## src/rtl/gate_net_pkg.sv

```systemverilog
// Shared types and helpers for the runtime-programmable gate-network classifier.
package gate_net_pkg;

  // Per-gate two-input function selected by the top three bits of a config word.
  typedef enum logic [2:0] {
    OpConst0 = 3'd0,
    OpConst1 = 3'd1,
    OpAnd    = 3'd2,
    OpOr     = 3'd3,
    OpXor    = 3'd4,
    OpNand   = 3'd5,
    OpNor    = 3'd6,
    OpPassA  = 3'd7
  } gate_op_e;

  typedef enum logic [1:0] {
    StIdle,
    StEval,
    StScore,
    StDone
  } gn_state_e;

  // clog2 that never returns 0, so every derived width is a legal vector width.
  function automatic int unsigned clog2_min1(input int unsigned v);
    return (v <= 1) ? 1 : $clog2(v);
  endfunction

  function automatic int unsigned max_u(input int unsigned a, input int unsigned b);
    return (a > b) ? a : b;
  endfunction

  function automatic int unsigned src_width(input int unsigned n_in, input int unsigned n_gates);
    return clog2_min1(max_u(n_in, n_gates));
  endfunction

  function automatic int unsigned cfg_width(input int unsigned src_w);
    return 3 + 2 * src_w;
  endfunction

  function automatic int unsigned score_width(input int unsigned g);
    return clog2_min1(g + 1);
  endfunction

  // Builds {op, src_a, src_b} right-aligned in 32 bits; callers keep the low cfg_width bits.
  function automatic logic [31:0] cfg_pack(input gate_op_e op, input int unsigned a,
                                           input int unsigned b, input int unsigned src_w);
    logic [31:0] mask;
    mask = (32'd1 << src_w) - 32'd1;
    return (32'(op) << (2 * src_w)) | ((a & mask) << src_w) | (b & mask);
  endfunction

endpackage

```

## src/rtl/gate_net_layer.sv

```systemverilog
// One combinational layer of N_GATES two-input gates, each with its own config word.
module gate_net_layer
  import gate_net_pkg::*;
#(
  parameter int unsigned N_SRC   = 49,
  parameter int unsigned N_GATES = 24,
  parameter int unsigned SRC_W   = 6,
  parameter int unsigned CFG_W   = 15
) (
  input  logic [N_SRC-1:0]         src,
  input  logic [N_GATES*CFG_W-1:0] cfg,
  output logic [N_GATES-1:0]       dout
);

  localparam int unsigned PAD_W = 1 << SRC_W;

  // Zero padding makes every encodable source index legal; indices past the
  // real source width read 0.
  logic [PAD_W-1:0] src_pad;
  assign src_pad = PAD_W'(src);

  for (genvar g = 0; g < N_GATES; g++) begin : g_gate
    logic [CFG_W-1:0] word;
    gate_op_e         op;
    logic             a;
    logic             b;
    logic             y;

    assign word = cfg[g*CFG_W +: CFG_W];
    assign op   = gate_op_e'(word[CFG_W-1 -: 3]);
    assign a    = src_pad[word[2*SRC_W-1 -: SRC_W]];
    assign b    = src_pad[word[SRC_W-1:0]];

    // Apply the selected two-input function.
    always_comb begin
      y = 1'b0;
      case (op)
        OpConst0: y = 1'b0;
        OpConst1: y = 1'b1;
        OpAnd:    y = a & b;
        OpOr:     y = a | b;
        OpXor:    y = a ^ b;
        OpNand:   y = ~(a & b);
        OpNor:    y = ~(a | b);
        OpPassA:  y = a;
        default:  y = 1'b0;
      endcase
    end

    assign dout[g] = y;
  end

endmodule

```

## src/rtl/gate_net_infer_seq.sv

```systemverilog
// Sequential gate-network classifier: one layer per clock from a programmable
// config table, then grouped popcount and argmax over a valid/ready stream.
module gate_net_infer_seq
  import gate_net_pkg::*;
#(
  parameter int unsigned N_IN     = 49,
  parameter int unsigned N_GATES  = 24,
  parameter int unsigned N_LAYERS = 2,
  parameter int unsigned N_CLASS  = 2,
  localparam int unsigned SRC_W   = src_width(N_IN, N_GATES),
  localparam int unsigned CFG_W   = cfg_width(SRC_W),
  localparam int unsigned ADDR_W  = clog2_min1(N_LAYERS * N_GATES),
  localparam int unsigned G       = N_GATES / N_CLASS,
  localparam int unsigned SC_W    = score_width(G),
  localparam int unsigned CLS_W   = clog2_min1(N_CLASS)
) (
  input  logic              clk,
  input  logic              rst,
  input  logic              in_valid,
  output logic              in_ready,
  input  logic [N_IN-1:0]   in_bits,
  output logic              out_valid,
  input  logic              out_ready,
  output logic [CLS_W-1:0]  out_class,
  output logic [N_CLASS-1:0] out_onehot,
  output logic [SC_W-1:0]   out_score,
  input  logic              cfg_we,
  input  logic [ADDR_W-1:0] cfg_addr,
  input  logic [CFG_W-1:0]  cfg_data,
  output logic              cfg_err
);

  localparam int unsigned N_SRC = max_u(N_IN, N_GATES);
  localparam int unsigned N_CFG = N_LAYERS * N_GATES;
  localparam int unsigned LC_W  = clog2_min1(N_LAYERS);

  if (N_GATES % N_CLASS != 0) begin : g_chk_groups
    $fatal(1, "N_GATES must be a multiple of N_CLASS");
  end
  if (N_LAYERS < 1) begin : g_chk_layers
    $fatal(1, "N_LAYERS must be at least 1");
  end
  if (N_CLASS < 2) begin : g_chk_class
    $fatal(1, "N_CLASS must be at least 2");
  end

  gn_state_e            state_q, state_d;
  logic [LC_W-1:0]      lc_q, lc_d;
  logic [N_IN-1:0]      in_q, in_d;
  logic [N_GATES-1:0]   layer_q, layer_d;
  logic                 in_ready_q, in_ready_d;
  logic                 out_valid_q, out_valid_d;
  logic [CLS_W-1:0]     out_class_q, out_class_d;
  logic [N_CLASS-1:0]   out_onehot_q, out_onehot_d;
  logic [SC_W-1:0]      out_score_q, out_score_d;
  logic                 cfg_err_q;

  logic [CFG_W-1:0]         cfg_mem [N_CFG];
  logic                     cfg_ok;
  logic [ADDR_W-1:0]        layer_base;
  logic [N_GATES*CFG_W-1:0] cfg_layer;
  logic [N_SRC-1:0]         layer_src;
  logic [N_GATES-1:0]       layer_out;

  logic [SC_W-1:0]  grp_cnt;
  logic [SC_W-1:0]  best_score;
  logic [CLS_W-1:0] best_cls;

  assign in_ready   = in_ready_q;
  assign out_valid  = out_valid_q;
  assign out_class  = out_class_q;
  assign out_onehot = out_onehot_q;
  assign out_score  = out_score_q;
  assign cfg_err    = cfg_err_q;

  // Writes land only while idle; a write alongside an accepted sample is
  // visible to that sample because evaluation starts on the next edge.
  assign cfg_ok = (state_q == StIdle) && (32'(cfg_addr) < N_CFG);

  // Config table and write-reject pulse.
  always_ff @(posedge clk or posedge rst) begin
    if (rst) begin
      for (int i = 0; i < N_CFG; i++) begin
        cfg_mem[i] <= '0;
      end
      cfg_err_q <= 1'b0;
    end else begin
      cfg_err_q <= cfg_we & ~cfg_ok;
      if (cfg_we && cfg_ok) begin
        cfg_mem[cfg_addr] <= cfg_data;
      end
    end
  end

  assign layer_base = ADDR_W'(lc_q * N_GATES);

  for (genvar g = 0; g < N_GATES; g++) begin : g_cfg_sel
    assign cfg_layer[g*CFG_W +: CFG_W] = cfg_mem[layer_base + ADDR_W'(g)];
  end

  // Layer 0 sees the captured sample; later layers see the previous layer,
  // zero-extended so wide indices read 0.
  assign layer_src = (lc_q == '0) ? N_SRC'(in_q) : N_SRC'(layer_q);

  gate_net_layer #(
    .N_SRC  (N_SRC),
    .N_GATES(N_GATES),
    .SRC_W  (SRC_W),
    .CFG_W  (CFG_W)
  ) u_layer (
    .src (layer_src),
    .cfg (cfg_layer),
    .dout(layer_out)
  );

  // Group popcount and argmax; strict compare keeps the lowest index on ties.
  always_comb begin
    grp_cnt    = '0;
    best_score = '0;
    best_cls   = '0;
    for (int c = 0; c < N_CLASS; c++) begin
      grp_cnt = '0;
      for (int i = 0; i < G; i++) begin
        grp_cnt = grp_cnt + SC_W'(layer_q[c*G+i]);
      end
      if (grp_cnt > best_score) begin
        best_score = grp_cnt;
        best_cls   = CLS_W'(c);
      end
    end
  end

  // FSM next state, datapath capture and output register updates.
  always_comb begin
    state_d      = state_q;
    lc_d         = lc_q;
    in_d         = in_q;
    layer_d      = layer_q;
    out_valid_d  = out_valid_q;
    out_class_d  = out_class_q;
    out_onehot_d = out_onehot_q;
    out_score_d  = out_score_q;
    unique case (state_q)
      StIdle: begin
        if (in_valid && in_ready_q) begin
          in_d    = in_bits;
          lc_d    = '0;
          state_d = StEval;
        end
      end
      StEval: begin
        layer_d = layer_out;
        lc_d    = lc_q + 1'b1;
        if (lc_q == LC_W'(N_LAYERS - 1)) begin
          state_d = StScore;
        end
      end
      StScore: begin
        out_valid_d  = 1'b1;
        out_class_d  = best_cls;
        out_onehot_d = N_CLASS'(1) << best_cls;
        out_score_d  = best_score;
        state_d      = StDone;
      end
      StDone: begin
        if (out_ready) begin
          out_valid_d = 1'b0;
          state_d     = StIdle;
        end
      end
      default: state_d = StIdle;
    endcase
    in_ready_d = (state_d == StIdle);
  end

  // State and datapath registers; in_ready stays low through reset.
  always_ff @(posedge clk or posedge rst) begin
    if (rst) begin
      state_q      <= StIdle;
      lc_q         <= '0;
      in_q         <= '0;
      layer_q      <= '0;
      in_ready_q   <= 1'b0;
      out_valid_q  <= 1'b0;
      out_class_q  <= '0;
      out_onehot_q <= N_CLASS'(1);
      out_score_q  <= '0;
    end else begin
      state_q      <= state_d;
      lc_q         <= lc_d;
      in_q         <= in_d;
      layer_q      <= layer_d;
      in_ready_q   <= in_ready_d;
      out_valid_q  <= out_valid_d;
      out_class_q  <= out_class_d;
      out_onehot_q <= out_onehot_d;
      out_score_q  <= out_score_d;
    end
  end

endmodule

```

## config.mk

```make
export PLATFORM = sky130hd
export DESIGN_NAME = gate_net_infer_seq
export DESIGN_NICKNAME = d
export VERILOG_FILES = /design/src/rtl/gate_net_pkg.sv /design/src/rtl/gate_net_layer.sv /design/src/rtl/gate_net_infer_seq.sv
export SDC_FILE = /design/constraint.sdc
export NUM_CORES = 2
export LEC_CHECK = 0
export ABC_CLOCK_PERIOD_IN_PS = 92200
export CAP_MARGIN = 20
export CORE_MARGIN = 2
export CORE_UTILIZATION = 65
export CTS_BUF_LIST = sky130_fd_sc_hd__clkbuf_8
export DETAILED_ROUTE_END_ITERATION = 10
export GPL_TIMING_DRIVEN = 0
export PLACE_DENSITY = 0.84
export SYNTH_ARGS = -nofsm -noshare
export SYNTH_HDL_FRONTEND = slang
export SYNTH_HIERARCHICAL = 1
export SYNTH_SLANG_ARGS = --single-unit
export TNS_END_PERCENT = 100
```

## constraint.sdc

```tcl
create_clock -name clk -period 92.2 [get_ports clk]
set_clock_uncertainty 0.15 [all_clocks]
set_input_delay 27.66 -clock clk [delete_from_list [all_inputs] [get_ports clk]]
set_output_delay 27.66 -clock clk [all_outputs]
set_load 0.005 [all_outputs]
```

==> flow_summary_export.csv <==
group,metric,value,unit
run_status,status,"finished with violations",
run_status,violations,"DRC",
hold_path,hold_class,"flop to flop",
power,power,1.81,mW
layout,drive_above_1_share,36.0,%
hold_path,hp-start,"cfg_mem[215]",
power,power_switching,0.900,mW
synth,synth_cell_type_count,70,
routing,via_per_inst,7.95,
synth,synth_seq_cells,805,
timing,slew-limit-headroom,4.58,%
placement,hpwl,201000,um
power,cellPowerDensity,27.2,nW/um^2
global_route,overflow,0,
global_route,antenna_found_initial,45,
routing,drc,3,
routing,route.detailed.wl_per_inst,42.2,um
flow_run,maxCapViolCount,0,
timing,min_period,30.53,ns
worst_setup_path,crit_fanout,10,
synth,synth_top_area_share,33.5,%
worst_setup_path,crit_arrival,31.14,ns
layout,final_cell_count_no_fill,6741,
global_route,grt_max_degree,137,
routing,routed_wl,284000,um
worst_setup_path,crit_type,"input pin to flop",
synth,synth_fp_nets,5282,
clock_tree,cts.clk_slew.worst_paths,0.06,ns
clock_tree,cts.sink_count,805,
floorplan,ios,85,
power,combinationalPowerShare,58.3,%
hold_path,min_to,"cfg_mem[215]",
layout,final_area,66300,um^2
floorplan,die_area,94800,um^2
clock_tree,h-tree-depth,4,
power,clockPowerShare,18.8,%
placement,portBuffers,69,
clock_tree,cts_buffer_depth,3,
global_route,grt_first_pass_wirelength,390000,um
timing,hold_viol,0,
timing,clock.fmax,32.8,MHz
clock_tree,cts_inserted_buffers,140,
synth,ys_async_sr_fraction,100,%
worst_setup_path,reg2reg_depth,19,
layout,nets,5575,
worst_setup_path,endpoint_kind,"flop",
routing,drt_iter0_markers,9893,
clock_tree,post_cts_buffers,0,
placement,placed_area,63300,um^2
global_route,grt_util_all_layers,59.5,%
synth,yosys_warnings,6,
synth,synthTopCellsByArea,"dfrtp_1 (34%), mux2_2 (20%), mux4_2 (12%), mux2i_1 (8.2%), a22oi_1 (3.7%)",
worst_setup_path,cp-start-kind,"input pin",
routing,dr_total_vias,53600,
hold_path,min_path_cells,1,
synth,avgSynthCellArea,11.7,um^2
floorplan,die_w,308,um
clock_tree,insertion_delay,0.92,ns
worst_setup_path,r2r_slack,84.39,ns
power,peakVddDrop,0.0000635,V
synth,seq_area_frac_synth,33.5,%
routing,dr.pass1.iters,11,
power,p_leak,28.2,nW
placement,dp_cells,6449,
clock_tree,cts_tree,"done",
synth,synth_edf_count,0,
power,p_int,0.907,mW
global_route,first_global_vias,52000,
timing,tightest_slew,1.43,ns
timing,setup_viol,0,
synth,netlist_instances,5133,
timing,final_max_slew_viol_count,0,
worst_setup_path,worstReg2RegStart,"lc_q",
floorplan,die_y,308,um
timing,grt_setup_unrepaired,"no",
placement,place.gp.congestion,1.09,
layout,layout_commonest_cell,"mux2_2",
timing,period_share,33.1,%
layout,fin_util,72.4,%
worst_setup_path,reg2reg_to,"layer_q[16]",
clock_tree,clockRootBuffer,"clkbuf_8",
clock_tree,cts_resized,0,
synth,ys.flop_type,"dfrtp_1",
power,p_sw_share,49.8,%
floorplan,start_util,65.5,%
worst_setup_path,required,92.81,ns
floorplan,num_rows,111,
routing,ant_nets,0,
synth,synth_top_area_cell,"dfrtp_1",
clock_tree,cts_hold_buf,0,
layout,area_delta_synth_final,10.5,%
floorplan,coreArea,91700,um^2
synth,netlist_area,60100,um^2
layout,mostFrequentLayoutCells,"mux2_2 (1066), dfrtp_1 (804), mux2i_1 (494)",
power,pwr-share-seq,22.9,%
timing,tns,0,ns
-- critical path, stage by stage --
cell and delay [ns]:
clkdlybuf4s50_1 0.66, nor3b_2 0.96, nand2_1 0.48, nor2_2 0.47, buf_2 0.50, mux2_2 0.40
-- Yosys cell counts, drive strengths merged, types with 14 or more instances --
| cell | n |
|---|---|
| a31oi | 27 |
| o21a | 26 |
| fa | 14 |
| inv | 109 |
| ha | 60 |
| mux2 | 1162 |
| buf | 207 |
| o21ai | 49 |
| nand2b | 55 |
| a311oi | 46 |
| mux2i | 494 |
| mux4 | 345 |
| nand3 | 80 |
| a211oi | 28 |
| a221oi | 24 |
| o2111ai | 22 |
| a211o | 24 |
| nor2b | 124 |
| clkbuf | 395 |
| nand2 | 118 |
| a21oi | 122 |
| a22oi | 297 |
| and3 | 26 |
| a31o | 24 |
| or2 | 22 |
| dfrtp | 804 |
| a32oi | 24 |
| nor2 | 204 |
| o41ai | 23 |
| nand3b | 72 |
| a21boi | 23 |
| and2 | 48 |
-- worst max path at each step --
stage / startpoint / endpoint / slack, ns
floorplan: rst / cfg_err / 41.78
global placement: rst / cfg_mem[477] / 33.64
detailed placement: cfg_we / cfg_mem[376] / 61.12
CTS: cfg_we / cfg_mem[376] / 62.03
global route: cfg_addr[5] / cfg_mem[413] / 61.84
finish: cfg_we / cfg_mem[376] / 61.67
-- power by group through the flow --
| stage | Combinational [mW] | Sequential [mW] | Clock (mW) |
|---|---|---|---|
| floorplan | 0.547 | 0.408 | 0 |
| global placement | 0.899 | 0.416 | 0 |
| detailed placement | 0.940 | 0.417 | 0 |
| CTS | 0.949 | 0.413 | 0.336 |
| global route | 1.03 | 0.416 | 0.353 |
| finish | 1.05 | 0.414 | 0.340 |
-- sequential cells by signal, summed over array words and instances, names as in the netlist --
register,count
out_valid,1
out_class,1
cfg_err,1
out_onehot,1
layer_q,24
in_ready,1
cfg_mem,720
state_q,2
out_score,4
in_q,49
lc_q,1
-- per-layer routing --
layer	vias up	share of wire [%]	GRT usage, %
met5	-	0.24	3.36
met2	5562	38	76.6
met3	1787	18	33.9
li1	20000	-	-
met1	26200	33	70.4
met4	40	11	50.5
-- metrics by stage --
stage / hold slack (ns) / worst slack, ns
3_5_place_dp: 0.318 / 61.12
2_1_floorplan: 0.302 / 41.78
6_report: 0.332 / 61.67
4_1_cts: 0.333 / 62.03
3_3_place_gp: 0.311 / 33.64
5_1_grt: 0.349 / 61.84
-- cell families (layout without fill, tap and decap cells) --
family | count (synthesis) | count (layout) | synth area share [%]
multiplexers | 2001 | 2001 | 43.0
flip-flops | 805 | 805 | 33.5
AO/OA/AOI/OAI | 770 | 770 | 9.26
AND/OR/NAND/NOR | 770 | 770 | 7.26
buffers and inverters | 711 | 1096 | 5.16
adder cells (fa/ha/maj) | 74 | 74 | 1.72
XOR/XNOR | 2 | 2 | 0.0292
other | 0 | 37 | 0
-- area by class of cell --
class | instances | area [um^2]
multi-input combinational | 3617 | 36800
fill | 6085 | 25300
sequential | 805 | 20100
buffer | 602 | 2700
clock buffer | 159 | 2190
timing repair buffer | 151 | 1940
tap | 1186 | 1480
clock inverter | 75 | 549
inverter | 109 | 417
antenna | 37 | 92.6
No activity file was read; power rests on OpenSTA's default activity.
